===== src/rtl/rom_arb_pkg.sv =====
// rom_port_arbiter shared types and sizing helpers.
// Imported by rr_arb2 and rom_port_arbiter.
package rom_arb_pkg;

  typedef enum logic {
    ST_IDLE,
    ST_WAIT
  } state_e;

  typedef enum logic {
    REQ_FETCH,
    REQ_DATA
  } req_e;

  localparam int CNT_W = 3;

  function automatic int data_w(input int extra);
    return (2 ** extra) * 8;
  endfunction

endpackage


===== src/rtl/rr_arb2.sv =====
// Two-way round-robin pick between fetch and data; win is one-hot {data, fetch}.
// ARB_FIXED_PRIO_EN: fetch always wins a tie and the last input is dropped.
module rr_arb2
  import rom_arb_pkg::*;
(
  input  logic       f_req,
  input  logic       d_req,
`ifndef ARB_FIXED_PRIO_EN
  input  req_e       last,
`endif
  output logic [1:0] win
);

`ifdef ARB_FIXED_PRIO_EN
  always_comb begin
    win = 2'b00;
    unique case (1'b1)
      f_req:            win = 2'b01;
      (d_req & ~f_req): win = 2'b10;
      default:          win = 2'b00;
    endcase
  end
`else
  always_comb begin
    win = 2'b00;
    unique case (1'b1)
      (f_req & d_req):
        win = (last == REQ_DATA) ? 2'b01 : 2'b10;
      (f_req & ~d_req): win = 2'b01;
      (d_req & ~f_req): win = 2'b10;
      default:          win = 2'b00;
    endcase
  end
`endif

endmodule


===== src/rtl/rom_port_arbiter.sv =====
// Shares the genrom read port between fetch and data-load requesters.
// ARB_FIXED_PRIO_EN selects fixed fetch priority instead of round-robin.
module rom_port_arbiter
  import rom_arb_pkg::*;
#(
  parameter int MEM_ADDR    = 3,
  parameter int MEM_EXTRA   = 4,
  parameter int ROM_LATENCY = 1,
  localparam int DW = data_w(MEM_EXTRA)
) (
  input  logic                 clk,
  input  logic                 reset,
  input  logic                 f_req,
  input  logic [MEM_ADDR:0]    f_addr,
  input  logic [MEM_EXTRA-1:0] f_extra,
  output logic                 f_gnt,
  output logic                 f_valid,
  output logic [DW-1:0]        f_data,
  output logic                 f_error,
  input  logic                 d_req,
  input  logic [MEM_ADDR:0]    d_addr,
  input  logic [MEM_EXTRA-1:0] d_extra,
  output logic                 d_gnt,
  output logic                 d_valid,
  output logic [DW-1:0]        d_data,
  output logic                 d_error,
  input  logic                 cfg_we,
  input  logic [MEM_ADDR:0]    cfg_lower,
  input  logic [MEM_ADDR:0]    cfg_upper,
  output logic                 busy,
  output logic [MEM_ADDR:0]    mem_addr,
  output logic [MEM_EXTRA-1:0] mem_extra,
  output logic [MEM_ADDR:0]    mem_lower_bound,
  output logic [MEM_ADDR:0]    mem_upper_bound,
  input  logic [DW-1:0]        mem_data,
  input  logic                 mem_error
);

  state_e           state, state_n;
  logic [CNT_W-1:0] cnt, cnt_n;
  req_e             owner;
  logic             pend;
  logic [MEM_ADDR:0] sh_lo, sh_hi;
  logic [1:0]       win;
  logic             grant, apply, done;

`ifdef ARB_FIXED_PRIO_EN
  rr_arb2 u_arb (
    .f_req (f_req),
    .d_req (d_req),
    .win   (win)
  );
`else
  req_e last;

  rr_arb2 u_arb (
    .f_req (f_req),
    .d_req (d_req),
    .last  (last),
    .win   (win)
  );

  always_ff @(posedge clk or posedge reset) begin
    if (reset)      last <= REQ_DATA;
    else if (grant) last <= win[1] ? REQ_DATA : REQ_FETCH;
  end
`endif

  always_ff @(posedge clk or posedge reset) begin
    if (reset) begin
      state <= ST_IDLE;
      cnt   <= '0;
    end else begin
      state <= state_n;
      cnt   <= cnt_n;
    end
  end

  // A pending bound update always takes the IDLE slot before any grant.
  always_comb begin
    state_n = state;
    cnt_n   = cnt;
    grant   = 1'b0;
    apply   = 1'b0;
    done    = 1'b0;
    unique case (state)
      ST_IDLE: begin
        if (pend) begin
          apply = 1'b1;
        end else if ((f_req | d_req) & ~reset) begin
          grant   = 1'b1;
          cnt_n   = CNT_W'(ROM_LATENCY);
          state_n = ST_WAIT;
        end
      end
      ST_WAIT: begin
        cnt_n = cnt - CNT_W'(1);
        if (cnt == CNT_W'(1)) begin
          done    = 1'b1;
          state_n = ST_IDLE;
        end
      end
      default: ;
    endcase
  end

  assign f_gnt = grant & win[0];
  assign d_gnt = grant & win[1];
  assign busy  = (state != ST_IDLE) | pend;

  always_ff @(posedge clk or posedge reset) begin
    if (reset) begin
      owner           <= REQ_FETCH;
      pend            <= 1'b0;
      sh_lo           <= '0;
      sh_hi           <= '1;
      mem_addr        <= '0;
      mem_extra       <= '0;
      mem_lower_bound <= '0;
      mem_upper_bound <= '1;
      f_valid         <= 1'b0;
      d_valid         <= 1'b0;
      f_data          <= '0;
      d_data          <= '0;
      f_error         <= 1'b0;
      d_error         <= 1'b0;
    end else begin
      f_valid <= done & (owner == REQ_FETCH);
      d_valid <= done & (owner == REQ_DATA);
      if (grant) begin
        owner     <= win[1] ? REQ_DATA : REQ_FETCH;
        mem_addr  <= win[1] ? d_addr : f_addr;
        mem_extra <= win[1] ? d_extra : f_extra;
      end
      if (apply) begin
        mem_lower_bound <= sh_lo;
        mem_upper_bound <= sh_hi;
      end
      // A write landing on the apply cycle stays pending for the next slot.
      if (cfg_we) begin
        sh_lo <= cfg_lower;
        sh_hi <= cfg_upper;
        pend  <= 1'b1;
      end else if (apply) begin
        pend <= 1'b0;
      end
      if (done && owner == REQ_FETCH) begin
        f_data  <= mem_data;
        f_error <= mem_error;
      end
      if (done && owner == REQ_DATA) begin
        d_data  <= mem_data;
        d_error <= mem_error;
      end
    end
  end

endmodule


===== config.mk =====
export PLATFORM = sky130hd
export DESIGN_NAME = rom_port_arbiter
export DESIGN_NICKNAME = d
export VERILOG_FILES = /design/src/rtl/rom_arb_pkg.sv /design/src/rtl/rr_arb2.sv /design/src/rtl/rom_port_arbiter.sv
export SDC_FILE = /design/constraint.sdc
export NUM_CORES = 1
export LEC_CHECK = 0
export CAP_MARGIN = 20
export CELL_PAD_IN_SITES_DETAIL_PLACEMENT = 1
export CELL_PAD_IN_SITES_GLOBAL_PLACEMENT = 1
export CORE_MARGIN = 10
export CORE_UTILIZATION = 37
export DETAILED_ROUTE_END_ITERATION = 10
export PLACE_DENSITY = 0.92
export SLEW_MARGIN = 5
export SYNTH_ARGS = -nofsm -noshare
export SYNTH_HDL_FRONTEND = slang
export SYNTH_SLANG_ARGS = --single-unit

===== constraint.sdc =====
create_clock -name clk -period 22.3 [get_ports clk]
set_input_delay 2.23 -clock clk [delete_from_list [all_inputs] [get_ports clk]]
set_output_delay 2.23 -clock clk [all_outputs]
set_load 0.02 [all_outputs]

# Word level (Yosys, flattened, before mapping)
# Index checks and enable logic that the tools add are counted.
# Widths: inputs -> output; s select.
# totals
output_inout_bits,279
input_bits,158
register_bits,291
# classes
n_addsub,1
n_mux,19
reduce_logical,4
bitwise_logic,15
n_eq_ne,3
# op_table
operator,n
$mux 1,11
$and 1x1->1,8
$mux 4,2
$mux 3,2
$pmux 2 s3,1
$pmux 3 s2,1
$not 1->1,5
$ne 2x2->1 const B,2
$eq 3x1->1 const B,1
$sub 3x1->3 const B,1
$logic_and 1x1->1,2
$mux 2,1
$or 1x1->1,2
$pmux 1 s2,1
$reduce_and 2->1,1
$reduce_bool 2->1,1

# Depth between registers and ports, before layout
# logic_depth
depth_word,6
ltp_mapped,7

# Modules after synthesis
# A second synthesis with hierarchy kept.
# unflattened
cells_unflattened,645
hier_area_um2,11436.0
# modules_own_cells
module,area_each_um2,instances,cells_each
rom_port_arbiter,11417.2,1,642
rr_arb2,18.8,1,3

# Least setup slack after synthesis
# No wires, ideal clock.
# synth_path
path_kind,input to output
start,in reset
end,out f_gnt
cell_stages,3
t_required_ps,20070
t_arrival_ps,3199
slack_ps,16871
cell_sequence,nor4_2 buf_2 nor2b_1
# synth_via
elab_chain_cells,6
# synth_rtl
element,line,rtl
start: declaration,rom_port_arbiter.sv:12,"input logic reset,"
$not 1->1,rom_port_arbiter.sv:90,end else if ((f_req | d_req) & ~reset) begin
$and 1x1->1,rom_port_arbiter.sv:90,
$mux 1,rom_port_arbiter.sv:90,
$mux 1,rom_port_arbiter.sv:88,if (pend) begin
$mux 1,rom_port_arbiter.sv:86,unique case (state)
$and 1x1->1,rom_port_arbiter.sv:107,assign f_gnt = grant & win[0];
end: declaration,rom_port_arbiter.sv:16,"output logic f_gnt,"
# Every way passes these cells.

# Final worst setup path
# Same ends and word-level chain as after synthesis.

==> results.md <==
- Capture point of the worst reg-to-reg path: d_data[23]
- Pre-CTS setup slack: 16010 ps
- RSZ-0062 raised after global routing: false
- DR vias/cell: 4.82
- Root Buffer: clkbuf_16
- CP Class: primary input to primary output
- Net Sw Frac: 36.1%
- Placeable Area: 28900 sq um
- WL/cell: 25.3 um
- Seq cells post-synth: 291
- Mapped cell area: 10900 sq um
- Post-DP HPWL: 28500 um
- Fin. max-slew vios: 0
- PostCTS Resize Cnt: 0
- DR pass1 iterations: 4
- Avg Inst Size Synth: 17.1 sq um
- Vias in the first global route: 8425
- RR Startpoint: cnt[1]
- Final #Nets: 1248
- Post-route cell area: 16800 sq um
- Ports: 437
- H-tree levels: 2
- Starting Density: 37.8%
- Drt drc: 0
- Placement Rows: 62
- Die width: 192 um
- GRT Overall Usage: 19.9%
- Hold buffers post-CTS: 0
- Clock transition at the registers of the reported paths: 50 ps
- Pint: 1810 uW
- Combinational Power Share: 46.8%
- Setup Fix Bufs, Post-CTS: 0
- First-pass GRT wire length: 55200 um
- Hold crit path type: flip-flop to flip-flop
- Main area contributors after synthesis: dfrtp_1, mux2_2, mux2_1
- Max Clock Skew: 10.6 ps
- Worst EP arrival: 4100 ps
- Num CTS Buffers: 34
- Routed WL: 37900 um
- Switching power: 1020 uW
- CTS tree: built
- Max FO, Critical Path: 13
- Fin crit period: 6330 ps
- Most common cell after layout, fill and taps aside: clkdlybuf4s50_1
- Worst Hold End: f_data[5]
- Antenna Nets Post-Route: 0
- Slew Limit Headroom: 35.1%
- Fraction of final layout cells sized beyond drive strength 1: 21.9%
- Max Cap Viol: 0
- Final setup TNS: 0 ps
- Largest delay contributor family on the critical path: buffers and inverters
- WHS: 483 ps
- CP cell instances: clkdlybuf4s50_1 -> nor4_2 -> buf_4 -> nor2b_1 -> clkdlybuf4s50_1
- Sequential share of power: 33.6%
- Grt ovf: 0
- Post-synthesis cell type count: 23
- Reg2Reg Setup Slack: 19260 ps
- Layout fillers: 2696
- Synth top area share: 64.6%
- Placed cell area: 15700 sq um
- Reg2Reg Depth: 6
- Full die area: 36800 sq um
- Clock buffer depth: 3
- Clk_lat worst skew: 490 ps
- Hold-critical path depth: 1
- Cell taking the most area after synthesis: dfrtp_1
- Largest stage delay on the critical path: 610 ps
- DR vias: 7217
- Critical Path Start Type: primary input
- Worst VDD drop: 0.0901 mV
- CP required: 20070 ps
- Power Dens Cells: 169 nW/um^2
- CTS sink cnt: 291
- Clock group share of total power: 19.5%
- CP Buf/Inv Count: 3
- Most frequent CP cell: clkdlybuf4s50_1
- Sequential share of the synthesized area: 66.7%
- Hold Path Origin: f_data[5]
- PortBufs: 436
- Antenna violations before repair: 1
- Synth Instances: 639
- Slew @ Worst Pin: 973 ps
- Crit. End Element: primary output
- Status: complete, no violations
- Final worst path period share: 28.4%
- Setup WS post-layout: 15970 ps
- Largest net degree at the start of global routing: 82
- Yosys warns: 0
- Area Overhead vs Synth: 53.8%
- Die height: 192 um
- Initial detailed-routing violation count: 274
- Post-Syn Nets: 799
- Routability cong.: 0.769
- Commonest cells after routing, fill and taps aside: clkdlybuf4s50_1, dfrtp_1, mux2_2, mux2_1, clkbuf_16
- Slowest-stage cell, CP: clkdlybuf4s50_1
- Max Freq: 0.158 GHz
- Leakage power: 0.00705 uW
- Final Util: 58.1%
- Endpoints failing setup: 0
- Hold Vio Cnt, Final: 0
[worst max path at each step]
stage           from     end  slack, ps  cells past startpoint
2_1_floorplan  reset  cnt[0]      12050                      1
5_1_grt        reset   d_gnt      15870                      5
3_5_place_dp   reset   f_gnt      16010                      5
4_1_cts        reset   f_gnt      15950                      5
3_3_place_gp   reset   f_gnt      16020                      5
6_report       reset   f_gnt      15970                      5
[synthesized netlist by cell type]
library cell and instances:
a21boi_0 1, a21o_1 1, and2_1 1, and2b_1 1
and3b_1 1, buf_2 19, buf_4 11, clkbuf_1 1
dfrtp_1 282, dfstp_2 9, ha_1 2, inv_1 5
mux2_1 120, mux2_2 172, mux2i_1 1, nand2_1 3
nor2_1 3, nor2b_1 1, nor4_2 1, o2bb2ai_1 1
o31a_1 1, or2_2 1, xor2_1 1
[layout make-up]
type	instances	area [sq um]	area share [%]
diodes	4	10.0	0.0596
clock inverters	6	109	0.648
clock buffers	51	1020	6.05
inverters	5	26.3	0.156
multi-input cells	312	3440	20.5
flip-flops and latches	291	7290	43.4
well taps	384	480	2.86
repair buffers	444	4420	26.3
[routing by layer]
layer	wire length [um]	part of all wire, %	track usage, %	vias up
met1	12600	33	19.4	3693
met2	20100	53	36.9	317
li1	-	-	-	3153
met3	4330	11	8.63	54
met5	0	0	0	-
met4	933	2.5	6.04	0
[power groups by stage]
| stage | clock (uW) | combinational, uW | sequential, uW |
|---|---|---|---|
| 2_1_floorplan | 0 | 319 | 1240 |
| 6_report | 554 | 1330 | 954 |
| 4_1_cts | 571 | 1350 | 957 |
| 5_1_grt | 596 | 1390 | 984 |
| 3_3_place_gp | 0 | 1300 | 922 |
| 3_5_place_dp | 0 | 1340 | 958 |
[cell families after synthesis]
family / synth area share (%)
multiplexers: 30.2
flip-flops: 66.7
buffers and inverters: 1.83
AND/OR/NAND/NOR: 0.641
AO/OA/AOI/OAI: 0.298
adder cells (fa/ha/maj): 0.229
XOR/XNOR: 0.0802
[per-stage QoR]
step,power (uW),std cells
after floorplan,1560,639
after global placement,2220,1436
after detailed placement,2300,1436
after CTS,2880,1493
after global routing,2970,1494
final,2840,1497
[flip-flops by register name, indices dropped and copies added (netlist names)]
register         cells
d_data             128
pend                 1
f_data             128
mem_addr             4
mem_lower_bound      4
cnt                  3
d_error              1
d_valid              1
f_valid              1
owner                1
sh_hi                4
mem_upper_bound      4
f_error              1
state                1
sh_lo                4
mem_extra            4
last                 1
No activity file was read; power rests on OpenSTA's default activity.
==> variant 1, RTL diff (same settings) <==
The option `ARB_FIXED_PRIO_EN` is turned on by a define.
--- a/src/rtl/rr_arb2.sv
+++ b/src/rtl/rr_arb2.sv
@@ -2,2 +2,4 @@
 // ARB_FIXED_PRIO_EN: fetch always wins a tie and the last input is dropped.
+`define ARB_FIXED_PRIO_EN
+
 module rr_arb2
Formal check against the unedited RTL: not equivalent (Yosys sat finds a counterexample within 4 cycles, from zero or initial values and one cycle with reset high).
==> variant 1 against the original RTL <==
Clock skew up 1.3 ps. Power down 1.1%. Worst setup slack better by 23 ps. Sequential cell count down 1. Count of clock-buffer cells in the layout down 5. Wire length down 1.4%. Critical path depth unchanged. Worst hold slack better by 1.7 ps. Cell area down 0.34%. Via count down 0.55%. Clock power down 4.3%. Area after synthesis up 0.96%. First-iteration DRC count down 25%.
==> variant 1: results (changes against the original RTL) <==
Outcome
  • Status: finished, final reports clean (unchanged)

Clocking
  • CTS Buf Count: 31 (was 34)
  • Worst-Skew Late Latency: 550 ps (was 490 ps)

GRT
  • Tot GR Track Use: 19.3% (was 19.9%)
  • First-pass GRT wire length: 54800 um (was 55200 um)
  • Largest net degree at the start of global routing: 157 (was 82)
  • Vias in the first global route: 8368 (was 8425)
  • Initial antenna violation count: 2 (was 1)

STA
  • Slew @ Worst Pin: 1060 ps (was 973 ps)
  • Final Skew: 11.9 ps (was 10.6 ps)
  • Fin Hold WS: 485 ps (was 483 ps)

Final layout
  • Layout cells sized above 1: 23.0% (was 21.9%)
  • Filler instances: 2772 (was 2696)
  • Post-layout nets: 1241 (was 1248)

Min path
  • Startpoint of the worst hold path: f_data[95] (was f_data[5])

Synth
  • Syn Nets: 797 (was 799)
  • Synth area leaders: dfrtp_1 64%, mux2_2 17%, mux2_1 11% (was dfrtp_1 65%, mux2_2 18%, mux2_1 12%)
  • Synth cell types: 24 (was 23)
  • Post-synthesis sequential area ratio: 65.9% (was 66.7%)
  • Synth top cells by count: 282 x dfrtp_1, 171 x mux2_2, 110 x mux2_1, 21 x buf_6, 10 x mux2_4 (was 282 x dfrtp_1, 172 x mux2_2, 120 x mux2_1, 19 x buf_2, 11 x buf_4)

Worst setup path
  • R2R setup slack: 19250 ps (was 19260 ps)
  • FF-to-FF End: d_data[87] (was d_data[23])
  • CP Data Arrival Time: 4080 ps (was 4100 ps)

Routing
  • WL/cell: 25.0 um (was 25.3 um)
  • Vias per cell: 4.80 (was 4.82)
  • DRT iter0 DRCs: 206 (was 274)

Power
  • VDD IR-drop max: 0.0000787 V (was 0.0000901 V)
  • Leakage power: 7.05 nW (about the same)
  • Net Sw Frac: 36.4% (was 36.1%)

Placement
  • GP Congestion: 0.772 (was 0.769)
  • HPWL Detailed: 27400 um (was 28500 um)
## variant 1: cell types whose count changed after synthesis, sizes merged
cell | before | now
and2 | 1 | 2
dfstp | 9 | 8
mux2 | 292 | 291
buf | 30 | 29
a21boi | 1 | 0
clkbuf | 1 | 2
## variant 1: logic make-up after synthesis
group | synth area share [%]
mux | 30.1
flops | 65.9
buf+inv | 2.84
simple gates | 0.635
compound gates | 0.227
fa+ha+maj | 0.227
xor+xnor | 0.0794
## variant 1: critical path, stage by stage
cell	delay, ps
clkdlybuf4s50_1	570
nor4_2	280
buf_4	240
and2_1	150
clkdlybuf4s50_1	610
## variant 1: final cells by class
cell class | count | area share [%]
timing repair buffer | 442 | 26.4
antenna | 1 | 0.0149
clock inverter | 11 | 0.710
clock buffer | 46 | 5.69
inverter | 5 | 0.157
sequential | 290 | 43.4
tap | 390 | 2.91
multi-input combinational | 311 | 20.7
## variant 1: layer usage
layer  global-route usage [%]  share of wire [%]  up-vias
met5                        0              0.032        -
met3                     6.58                8.9       39
met4                     4.05                1.4        2
met2                     37.1                 55      270
met1                     19.5                 34     3727
li1                         -                  -     3139
## variant 1: power groups by stage
stage               logic (mW)  registers [mW]  clock network [mW]
floorplan                0.332            1.24                   0
global placement          1.30           0.920                   0
detailed placement        1.34           0.952                   0
CTS                       1.35           0.952               0.544
global route              1.39           0.981               0.568
finish                    1.32           0.950               0.530
## variant 1: stage by stage
stage | area, um2 | worst slack (ps) | power (mW) | utilization [%] | instances
floorplan | 11000 | 12080 | 1.57 | - | 637
global placement | 15700 | 16030 | 2.22 | 53.0 | 1438
detailed placement | 15700 | 15970 | 2.29 | 53.0 | 1438
CTS | 16700 | 15960 | 2.85 | 56.6 | 1495
global route | 16700 | 15890 | 2.94 | 56.7 | 1496
finish | 16700 | 15990 | 2.80 | 56.7 | 1496
## variant 1: worst max-delay path by stage
stage	to	cells after the start
floorplan	cnt[0]	1
global placement	d_gnt	5
detailed placement	d_gnt	5
CTS	d_gnt	5
global route	f_gnt	5
finish	d_gnt	5
==> variant 2, RTL diff (same settings) <==
Without the edit above. Reset style: synchronous (`reset`), changed in 3 clocked blocks.
--- a/src/rtl/rom_port_arbiter.sv
+++ b/src/rtl/rom_port_arbiter.sv
@@ -62,3 +62,3 @@
 
-  always_ff @(posedge clk or posedge reset) begin
+  always_ff @(posedge clk) begin
     if (reset)      last <= REQ_DATA;
@@ -68,3 +68,3 @@
 
-  always_ff @(posedge clk or posedge reset) begin
+  always_ff @(posedge clk) begin
     if (reset) begin
@@ -110,3 +110,3 @@
 
-  always_ff @(posedge clk or posedge reset) begin
+  always_ff @(posedge clk) begin
     if (reset) begin
Function: differs if reset is asserted again (counterexample within 4 cycles, from zero or initial values and one cycle with reset high); with reset held inactive, the same outputs for 4 cycles.
==> variant 2 against the original RTL <==
Global-route usage increased by 5.7 points. Cell area decreased by 6.6%. Area after synthesis decreased by 7.0%. Sequential cell count unchanged. Maximum frequency decreased by 2.8%. Worst setup slack got worse by 180 ps. Wire length increased by 23%. Largest cell class unchanged.
Power is not compared: it rests on default switching activity, and its combinational part moved more than twofold at a synthesized area within 25%.
==> variant 2: results (changes against the original RTL) <==
GRT
  • First-pass GRT wire length: 68400 um (was 55200 um)
  • Initial antenna violation count: 8 (was 1)
  • Vias in the first global route: 11.4k (was 8425)

Worst setup path
  • Worst R2R Path Depth: 4 (was 6)
  • Crit path max-delay cell type: nor2_1 (was clkdlybuf4s50_1)
  • CP Max Fanout: 113 (was 13)
  • CP delay by family, top: simple AND/OR/NAND/NOR gates (was buffers and inverters)
  • Worst r2r src: state (was cnt[1])
  • R2R setup slack: 19200 ps (was 19260 ps)
  • FF-to-FF End: f_data[28] (was d_data[23])

Synth
  • Complex-gate fraction of the synthesized area: 15.0% (was 0.298%)
  • Avg Cell Area, Syn: 8.03 um2 (was 17.1 um2)
  • Post-synth ARST share: 0% (was 100%)
  • Syn Nets: 1426 (was 799)
  • Synth area leaders: dfxtp_1 57%, nand2_1 20%, a21oi_1 13% (was dfrtp_1 65%, mux2_2 18%, mux2_1 12%)
  • XOR/XNOR Fraction of Synth Area: 0.0862% (was 0.0801%)
  • Mux cell area share after synthesis: 1.18% (was 30.2%)
  • Post-synthesis sequential area ratio: 57.3% (was 66.7%)
  • Synth top cells by count: 534 x nand2_1, 291 x dfxtp_1, 265 x a21oi_1, 49 x buf_2, 45 x clkbuf_1 (was 282 x dfrtp_1, 172 x mux2_2, 120 x mux2_1, 19 x buf_2, 11 x buf_4)

STA
  • Final Skew: 23.9 ps (was 10.6 ps)
  • Slew margin rel.: 35.3% (was 35.1%)
  • Final worst slack: 15780 ps (was 15970 ps)

Final layout
  • Clock buf count: 47 (was 51)
  • Post-layout nets: 1809 (was 1248)
  • Multi-input combinational area share: 25.0% (was 20.5%)
  • Inverters: 3 (was 5)
  • ClkCell Share: 6.47% (was 6.69%)
  • Storage element area: 0.00583 mm2 (was 0.00729 mm2)

Placement
  • GP Congestion: 0.822 (was 0.769)
  • Placed Instances: 1955 (was 1436)
  • Dpl cell area: 0.0146 mm2 (was 0.0157 mm2)

Clocking
  • CTS H-Tree Depth: 1 (was 2)

Min path
  • Hold Path Sink: d_data[84] (was f_data[5])
  • Min-Delay Path Depth: 2 (was 1)

Routing
  • Via count: 10.5k (was 7217)
  • Vias per cell: 5.20 (was 4.82)
  • WL/cell: 23.1 um (was 25.3 um)
  • First-pass DRT Iterations: 5 (was 4)
  • DRT iter0 DRCs: 547 (was 274)

Outcome
  • Status: finished, final reports clean (unchanged)
[variant 2: cell count changes in the layout (fill, tap and decap cells not counted), sizes merged, moves of 9 or more]
cell    unedited run  this run
a21oi              0       265
a211oi             0         9
dfrtp            282         0
mux2i              1        12
dfstp              9         0
dfxtp              0       291
nand2              3       534
mux2             292         0
[variant 2: layer usage]
layer | vias up | GRT usage (%) | wire (um)
met2 | 425 | 46.3 | 23800
met1 | 5070 | 24.5 | 15600
li1 | 4873 | - | -
met5 | - | 0 | 43
met3 | 110 | 10.5 | 5000
met4 | 6 | 12.1 | 2210
[variant 2: worst max path at each step]
stage,startpoint,depth (start not counted),end
after detailed placement,reset,4,d_gnt
after CTS,reset,4,d_gnt
after global placement,reset,4,d_gnt
after floorplan,reset,4,f_gnt
after global routing,reset,4,d_gnt
final,reset,4,d_gnt
[variant 2: worst min-delay path, stage by stage (launching register included)]
cell     delay [ps]
dfxtp_1         300
nand2_1          50
a21oi_1          50
